File: src/rtl/id_ex_pipe_stage_if.sv
// Valid/ready bus carrying one ID/EX entry (control + data bundles).
interface id_ex_pipe_stage_if #(
  parameter int unsigned CTRL_W = 32,
  parameter int unsigned DATA_W = 192
) ();
  logic              valid;
  logic              ready;
  logic [CTRL_W-1:0] ctrl;
  logic [DATA_W-1:0] data;

  // Producer side of the bus.
  modport master (
    output valid,
    output ctrl,
    output data,
    input  ready
  );

  // Consumer side of the bus.
  modport slave (
    input  valid,
    input  ctrl,
    input  data,
    output ready
  );
endinterface

File: src/rtl/id_ex_pipe_stage.sv
// Elastic ID/EX pipeline stage: optional skid buffer, flush, and
// saturating stall/flush event counters.
module id_ex_pipe_stage #(
  parameter int unsigned CTRL_W = 32,
  parameter int unsigned DATA_W = 192,
  parameter int unsigned SKID   = 1,
  parameter int unsigned CNT_W  = 16
) (
  input  logic                CLK,
  input  logic                RESET,
  id_ex_pipe_stage_if.slave   in_if,
  id_ex_pipe_stage_if.master  out_if,
  input  logic                flush,
  input  logic                clr_cnt,
  output logic [CNT_W-1:0]    stall_cnt,
  output logic [CNT_W-1:0]    flush_cnt
);

  logic              out_valid;
  logic [CTRL_W-1:0] head_ctrl;
  logic              in_xfer;
  logic              out_xfer;

  assign in_xfer  = in_if.valid & in_if.ready;
  assign out_xfer = out_valid & out_if.ready;

  assign out_if.valid = out_valid;
  // Bubbles never leak stale control into execute.
  assign out_if.ctrl  = out_valid ? head_ctrl : '0;

  if (SKID == 0) begin : g_single
    logic              valid_q, valid_d;
    logic [CTRL_W-1:0] ctrl_q, ctrl_d;
    logic [DATA_W-1:0] data_q, data_d;

    assign in_if.ready = ~valid_q | out_if.ready;
    assign out_valid   = valid_q;
    assign head_ctrl   = ctrl_q;
    assign out_if.data = data_q;

    // Load on input transfer, drain on lone output transfer, kill on flush.
    always_comb begin
      valid_d = valid_q;
      ctrl_d  = ctrl_q;
      data_d  = data_q;
      if (in_xfer) begin
        valid_d = 1'b1;
        ctrl_d  = in_if.ctrl;
        data_d  = in_if.data;
      end else if (out_xfer) begin
        valid_d = 1'b0;
      end
      if (flush) valid_d = 1'b0;
    end

    // Stage register with synchronous active-low reset.
    always_ff @(posedge CLK) begin
      if (!RESET) begin
        valid_q <= 1'b0;
        ctrl_q  <= '0;
        data_q  <= '0;
      end else begin
        valid_q <= valid_d;
        ctrl_q  <= ctrl_d;
        data_q  <= data_d;
      end
    end
  end else begin : g_skid
    localparam logic [1:0] StEmpty = 2'd0;
    localparam logic [1:0] StOne   = 2'd1;
    localparam logic [1:0] StTwo   = 2'd2;

    logic [1:0]        state_q, state_d;
    logic              rdy_q, rdy_d;
    logic [CTRL_W-1:0] main_ctrl_q, main_ctrl_d, skid_ctrl_q, skid_ctrl_d;
    logic [DATA_W-1:0] main_data_q, main_data_d, skid_data_q, skid_data_d;

    assign in_if.ready = rdy_q;
    assign out_valid   = (state_q != StEmpty);
    assign head_ctrl   = main_ctrl_q;
    assign out_if.data = main_data_q;

    // Occupancy FSM; main slot is always the head, skid slot the second entry.
    always_comb begin
      state_d     = state_q;
      main_ctrl_d = main_ctrl_q;
      main_data_d = main_data_q;
      skid_ctrl_d = skid_ctrl_q;
      skid_data_d = skid_data_q;
      case (state_q)
        StEmpty: begin
          if (in_xfer) begin
            state_d     = StOne;
            main_ctrl_d = in_if.ctrl;
            main_data_d = in_if.data;
          end
        end
        StOne: begin
          if (in_xfer && out_xfer) begin
            main_ctrl_d = in_if.ctrl;
            main_data_d = in_if.data;
          end else if (in_xfer) begin
            state_d     = StTwo;
            skid_ctrl_d = in_if.ctrl;
            skid_data_d = in_if.data;
          end else if (out_xfer) begin
            state_d = StEmpty;
          end
        end
        StTwo: begin
          if (out_xfer) begin
            state_d     = StOne;
            main_ctrl_d = skid_ctrl_q;
            main_data_d = skid_data_q;
          end
        end
        default: state_d = StEmpty;
      endcase
      if (flush) state_d = StEmpty;
      // Ready is precomputed so in_ready comes straight from a flop.
      rdy_d = (state_d != StTwo);
    end

    // Skid-buffer state with synchronous active-low reset.
    always_ff @(posedge CLK) begin
      if (!RESET) begin
        state_q     <= StEmpty;
        rdy_q       <= 1'b1;
        main_ctrl_q <= '0;
        main_data_q <= '0;
        skid_ctrl_q <= '0;
        skid_data_q <= '0;
      end else begin
        state_q     <= state_d;
        rdy_q       <= rdy_d;
        main_ctrl_q <= main_ctrl_d;
        main_data_q <= main_data_d;
        skid_ctrl_q <= skid_ctrl_d;
        skid_data_q <= skid_data_d;
      end
    end
  end

  logic [CNT_W-1:0] stall_q, stall_d, flush_q, flush_d;

  assign stall_cnt = stall_q;
  assign flush_cnt = flush_q;

  // Saturating event counters; clear wins over increment.
  always_comb begin
    stall_d = stall_q;
    flush_d = flush_q;
    if (clr_cnt) begin
      stall_d = '0;
      flush_d = '0;
    end else begin
      if (out_valid && !out_if.ready && (stall_q != '1)) stall_d = stall_q + 1'b1;
      if (flush && out_valid && (flush_q != '1))         flush_d = flush_q + 1'b1;
    end
  end

  // Counter registers.
  always_ff @(posedge CLK) begin
    if (!RESET) begin
      stall_q <= '0;
      flush_q <= '0;
    end else begin
      stall_q <= stall_d;
      flush_q <= flush_d;
    end
  end

endmodule

File: src/flat_wrapper.sv
// flat-port wrapper written by rule: the top's interface ports become plain ports
module id_ex_pipe_stage_flat 
#(
  parameter int unsigned CTRL_W = 32,
  parameter int unsigned DATA_W = 192,
  parameter int unsigned SKID   = 1,
  parameter int unsigned CNT_W  = 16
)
  (CLK, RESET, flush, clr_cnt, stall_cnt, flush_cnt, in_if_valid, in_if_ctrl, in_if_data, in_if_ready, out_if_valid, out_if_ctrl, out_if_data, out_if_ready);
  id_ex_pipe_stage_if #(.CTRL_W(CTRL_W), .DATA_W(DATA_W)) in_if_i ();
  id_ex_pipe_stage_if #(.CTRL_W(CTRL_W), .DATA_W(DATA_W)) out_if_i ();
  input  logic CLK;
  input  logic RESET;
  input  logic flush;
  input  logic clr_cnt;
  output logic [CNT_W-1:0] stall_cnt;
  output logic [CNT_W-1:0] flush_cnt;
  input wire logic [$bits(in_if_i.valid)-1:0] in_if_valid;
  input wire logic [$bits(in_if_i.ctrl)-1:0] in_if_ctrl;
  input wire logic [$bits(in_if_i.data)-1:0] in_if_data;
  output wire logic [$bits(in_if_i.ready)-1:0] in_if_ready;
  output wire logic [$bits(out_if_i.valid)-1:0] out_if_valid;
  output wire logic [$bits(out_if_i.ctrl)-1:0] out_if_ctrl;
  output wire logic [$bits(out_if_i.data)-1:0] out_if_data;
  input wire logic [$bits(out_if_i.ready)-1:0] out_if_ready;
  assign in_if_i.valid = in_if_valid;
  assign in_if_i.ctrl = in_if_ctrl;
  assign in_if_i.data = in_if_data;
  assign in_if_ready = in_if_i.ready;
  assign out_if_valid = out_if_i.valid;
  assign out_if_ctrl = out_if_i.ctrl;
  assign out_if_data = out_if_i.data;
  assign out_if_i.ready = out_if_ready;
  id_ex_pipe_stage #(.CTRL_W(CTRL_W), .DATA_W(DATA_W), .SKID(SKID), .CNT_W(CNT_W)) u_core (.CLK(CLK), .RESET(RESET), .in_if(in_if_i), .out_if(out_if_i), .flush(flush), .clr_cnt(clr_cnt), .stall_cnt(stall_cnt), .flush_cnt(flush_cnt));
endmodule
File: config.mk
export PLATFORM = sky130hd
export DESIGN_NAME = id_ex_pipe_stage_flat
export DESIGN_NICKNAME = d
export VERILOG_FILES = /design/src/rtl/id_ex_pipe_stage_if.sv /design/src/rtl/id_ex_pipe_stage.sv /design/src/flat_wrapper.sv
export SDC_FILE = /design/constraint.sdc
export NUM_CORES = 1
export LEC_CHECK = 0
export BUFFER_PORTS_ARGS = -buffer_cell sky130_fd_sc_hd__buf_4
export CAP_MARGIN = 5
export CORE_AREA = 2 2 207 209
export CTS_CLUSTER_SIZE = 30
export DETAILED_ROUTE_END_ITERATION = 10
export DIE_AREA = 0 0 209 211
export GPL_TIMING_DRIVEN = 1
export PLACE_DENSITY = 0.76
export SYNTH_ARGS = -nofsm -noshare
export SYNTH_HDL_FRONTEND = slang
export SYNTH_SLANG_ARGS = --single-unit
File: constraint.sdc
create_clock -name CLK -period 1.6 [get_ports CLK]
set_input_delay 0.32 -clock CLK [delete_from_list [all_inputs] [get_ports CLK]]
set_output_delay 0.32 -clock CLK [all_outputs]
set_load 0.02 [all_outputs]
==> results_dict.tcl <==
set metrics [dict create \
    outcome "finished with violations" \
    violations "negative setup slack" \
    crit_arrival_ns 1.79 \
    crit_path_start_kind "flip-flop" \
    place_area_um2 25300 \
    tightest_slew_ns 0.5522 \
    netlist.area_leader.share_pct 47.87 \
    clockBufferDepth 3 \
    power_density_nw_per_um2 942.9 \
    utilization_pct 77.18 \
    worstSetupEndpointType "primary output" \
    grt_pass1_vias 22423 \
    drc_errors 0 \
    worstSetupPathType "flip-flop to primary output" \
    post_drt_wl_per_cell_um 21.40 \
    synth_area_um2 20200 \
    grt_util_all_layers_pct 33.93 \
    synth_fp_nets 2700 \
    initial_utilization_pct 48.37 \
    cts_root_buf "clkbuf_16" \
    avgSynthCellArea_um2 8.184 \
    synth_area_leaders "dfxtp_1, nand2_1, o211a_1" \
    vdd.ir_drop.worst_mv 1.021 \
    seqCellArea_um2 9717 \
    mostFrequentLayoutCell "nand2_1" \
    clk_latency_ns 0.61 \
    fp.dieH_um 211 \
    drive_gt1_share_pct 28.73 \
    overflow 0 \
    cts_sinks 483 \
    drv_cap 0 \
    cts_tree "done" \
    grt_antenna_before_repair 9 \
    h-tree-depth 2 \
    total_power_w 0.03039 \
    yosysWarnings 0 \
    core_area_um2 41760 \
    ant_nets 0 \
    setup_viol 479 \
    hp-class "input port to flip-flop" \
    p_leak_nw 15.12 \
    post-place-cells 3394 \
    yosysSeqAreaShare_pct 47.87 \
    final_net_count 3467 \
    io_buffers 487 \
    synth_cells 2468 \
    die_area_um2 44100 \
    synth_top_area_cell "dfxtp_1" \
    skew_ns 0.02094 \
    die_w_um 209 \
    wirelength_um 81750 \
    grt_max_degree 77 \
    fin_cells 3820 \
    ys_ff_latch 483 \
    grt_pass1_wl_um 120400 \
    hold_viol 0 \
    post-dp-hpwl_um 42430 \
    via_count 22484 \
    syn_to_final_growth_pct 59.57 \
    clk_pin_slew_ns 0.06 \
    fillCellCount 2424 \
    multiInputGateArea_um2 10300 \
    final_cell_mix "nand2_1, buf_4, dfxtp_1, o211a_1, dlygate4sd3_1" \
    hold_slack_ns 0.03848 \
    io_pins 488 \
    cts_buffers 51 \
    design_area_um2 32230 \
    final.period_utilization_pct 131.8 \
    fmax_ghz 0.4743 \
    drtIter0Drc 2265 \
    maxSlewViolCount 0 \
    viasPerCell 5.886 \
    crit_fanout 6 \
    period_minus_slack_ns 2.108 \
    drt-pass1-iter-count 6 \
    final.setup.worst_slack_ns -0.5084 \
    relSlewSlack_pct 62.99 \
    reg2reg_slack_ns -0.45 \
    fp-row-count 75 \
    rsz0062_at_grt "yes" \
    cp_data_required_time_ns 1.28 \
    gp_congestion 0.9042 \
    synth_cell_type_count 43 \
]
==> worst paths after layout <==
path                                        from                        endpoint  cells after the start
setup / recovery        u_core.g_skid.state_q[0]                  out_if_ctrl[4]                      7
hold reg to reg   u_core.g_skid.skid_data_q[185]  u_core.g_skid.skid_data_q[185]                      2
setup reg to reg        u_core.g_skid.state_q[0]          u_core.out_if.data[60]                     13
hold / removal                   in_if_data[163]  u_core.g_skid.skid_data_q[163]                      3
==> kinds of logic (layout without fill, tap and decap cells) <==
kind of cell / count (synthesis) / count (layout) / share of synthesized area [%]
AND/OR/NAND/NOR: 1255 / 1255 / 26.01
adder cells (fa/ha/maj): 2 / 2 / 0.1239
XOR/XNOR: 1 / 1 / 0.04337
other: 0 / 9 / 0
flip-flops: 483 / 483 / 47.87
multiplexers: 5 / 5 / 0.2478
buffers and inverters: 215 / 1019 / 4.287
AO/OA/AOI/OAI: 507 / 507 / 21.41
==> cell type report <==
cell class                      count  area share, %
Inverter                            4        0.05435
Timing Repair Buffer              925          30.30
Tap cell                          539          2.092
Antenna cell                        9        0.06988
Multi-Input combinational cell   1770          31.95
Sequential cell                   483          30.15
Clock inverter                     20         0.9200
Clock buffer                       70          4.464
==> cell usage after synthesis (all sizes together) <==
cell / instances
or3: 10
a31oi: 2
o41ai: 3
nand4: 12
clkbuf: 153
nand2: 917
inv: 4
nand4b: 1
nand2b: 7
and4: 1
o41a: 1
dfxtp: 483
o211a: 224
xnor2: 1
nand3b: 1
and3: 5
ha: 2
o311ai: 1
or4: 8
a211oi: 2
nor2: 7
a31o: 1
o21bai: 1
a21oi: 21
o21ba: 2
mux2i: 5
nor2b: 36
o21a: 4
a21boi: 224
o21ai: 9
buf: 58
nor4: 5
o311a: 1
nor3: 12
o22a: 1
a41oi: 1
nand3: 233
o31ai: 9
==> report_power, final <==
group          internal (W)  switching, W  total [W]
combinational       0.00259       0.00240    0.00498
sequential           0.0126      0.000382     0.0130
clock               0.00729       0.00515     0.0124
==> what timing repair did <==
action	4_1_cts	5_1_grt
endpoints found under the setup margin	250	396
gates cloned	43	10
hold buffers	224	0
gates resized for setup	119	149
hold endpoints to repair	224	0
pin swaps	20	29
setup buffers	39	14
==> metal layers <==
metal	vias to the layer above	track usage [%]	share of wire, %
met1	10791	38.28	36
li1	9981	-	-
met2	1344	58.87	49
met5	-	0	0.015
met3	366	8.014	9.0
met4	2	19.56	6.0
==> flip-flops by register name (all words and copies together), names as in the netlist <==
register / flops
u_core.g_skid.skid_ctrl_q: 32
u_core.g_skid.main_ctrl_q: 32
u_core.flush_cnt: 16
u_core.in_if.ready: 1
u_core.out_if.data: 192
u_core.g_skid.state_q: 2
u_core.stall_cnt: 16
u_core.g_skid.skid_data_q: 192
==> worst max-delay path, stage by stage, from the launching register on <==
cell	delay, ns
dfxtp_4	0.34
buf_6	0.11
buf_6	0.11
nor2_4	0.14
buf_6	0.14
clkbuf_16	0.16
nor2b_1	0.05
buf_4	0.16
==> metrics by stage <==
| step | TNS (ns) | worst slack, ns |
|---|---|---|
| floorplan | -0.03640 | -0.03640 |
| global placement | -19.13 | -0.1035 |
| detailed placement | -30.65 | -0.1306 |
| CTS | -70.78 | -0.5388 |
| global route | -115.17 | -0.5612 |
| finish | -88.93 | -0.5084 |
(Power assumes the default switching activity.)
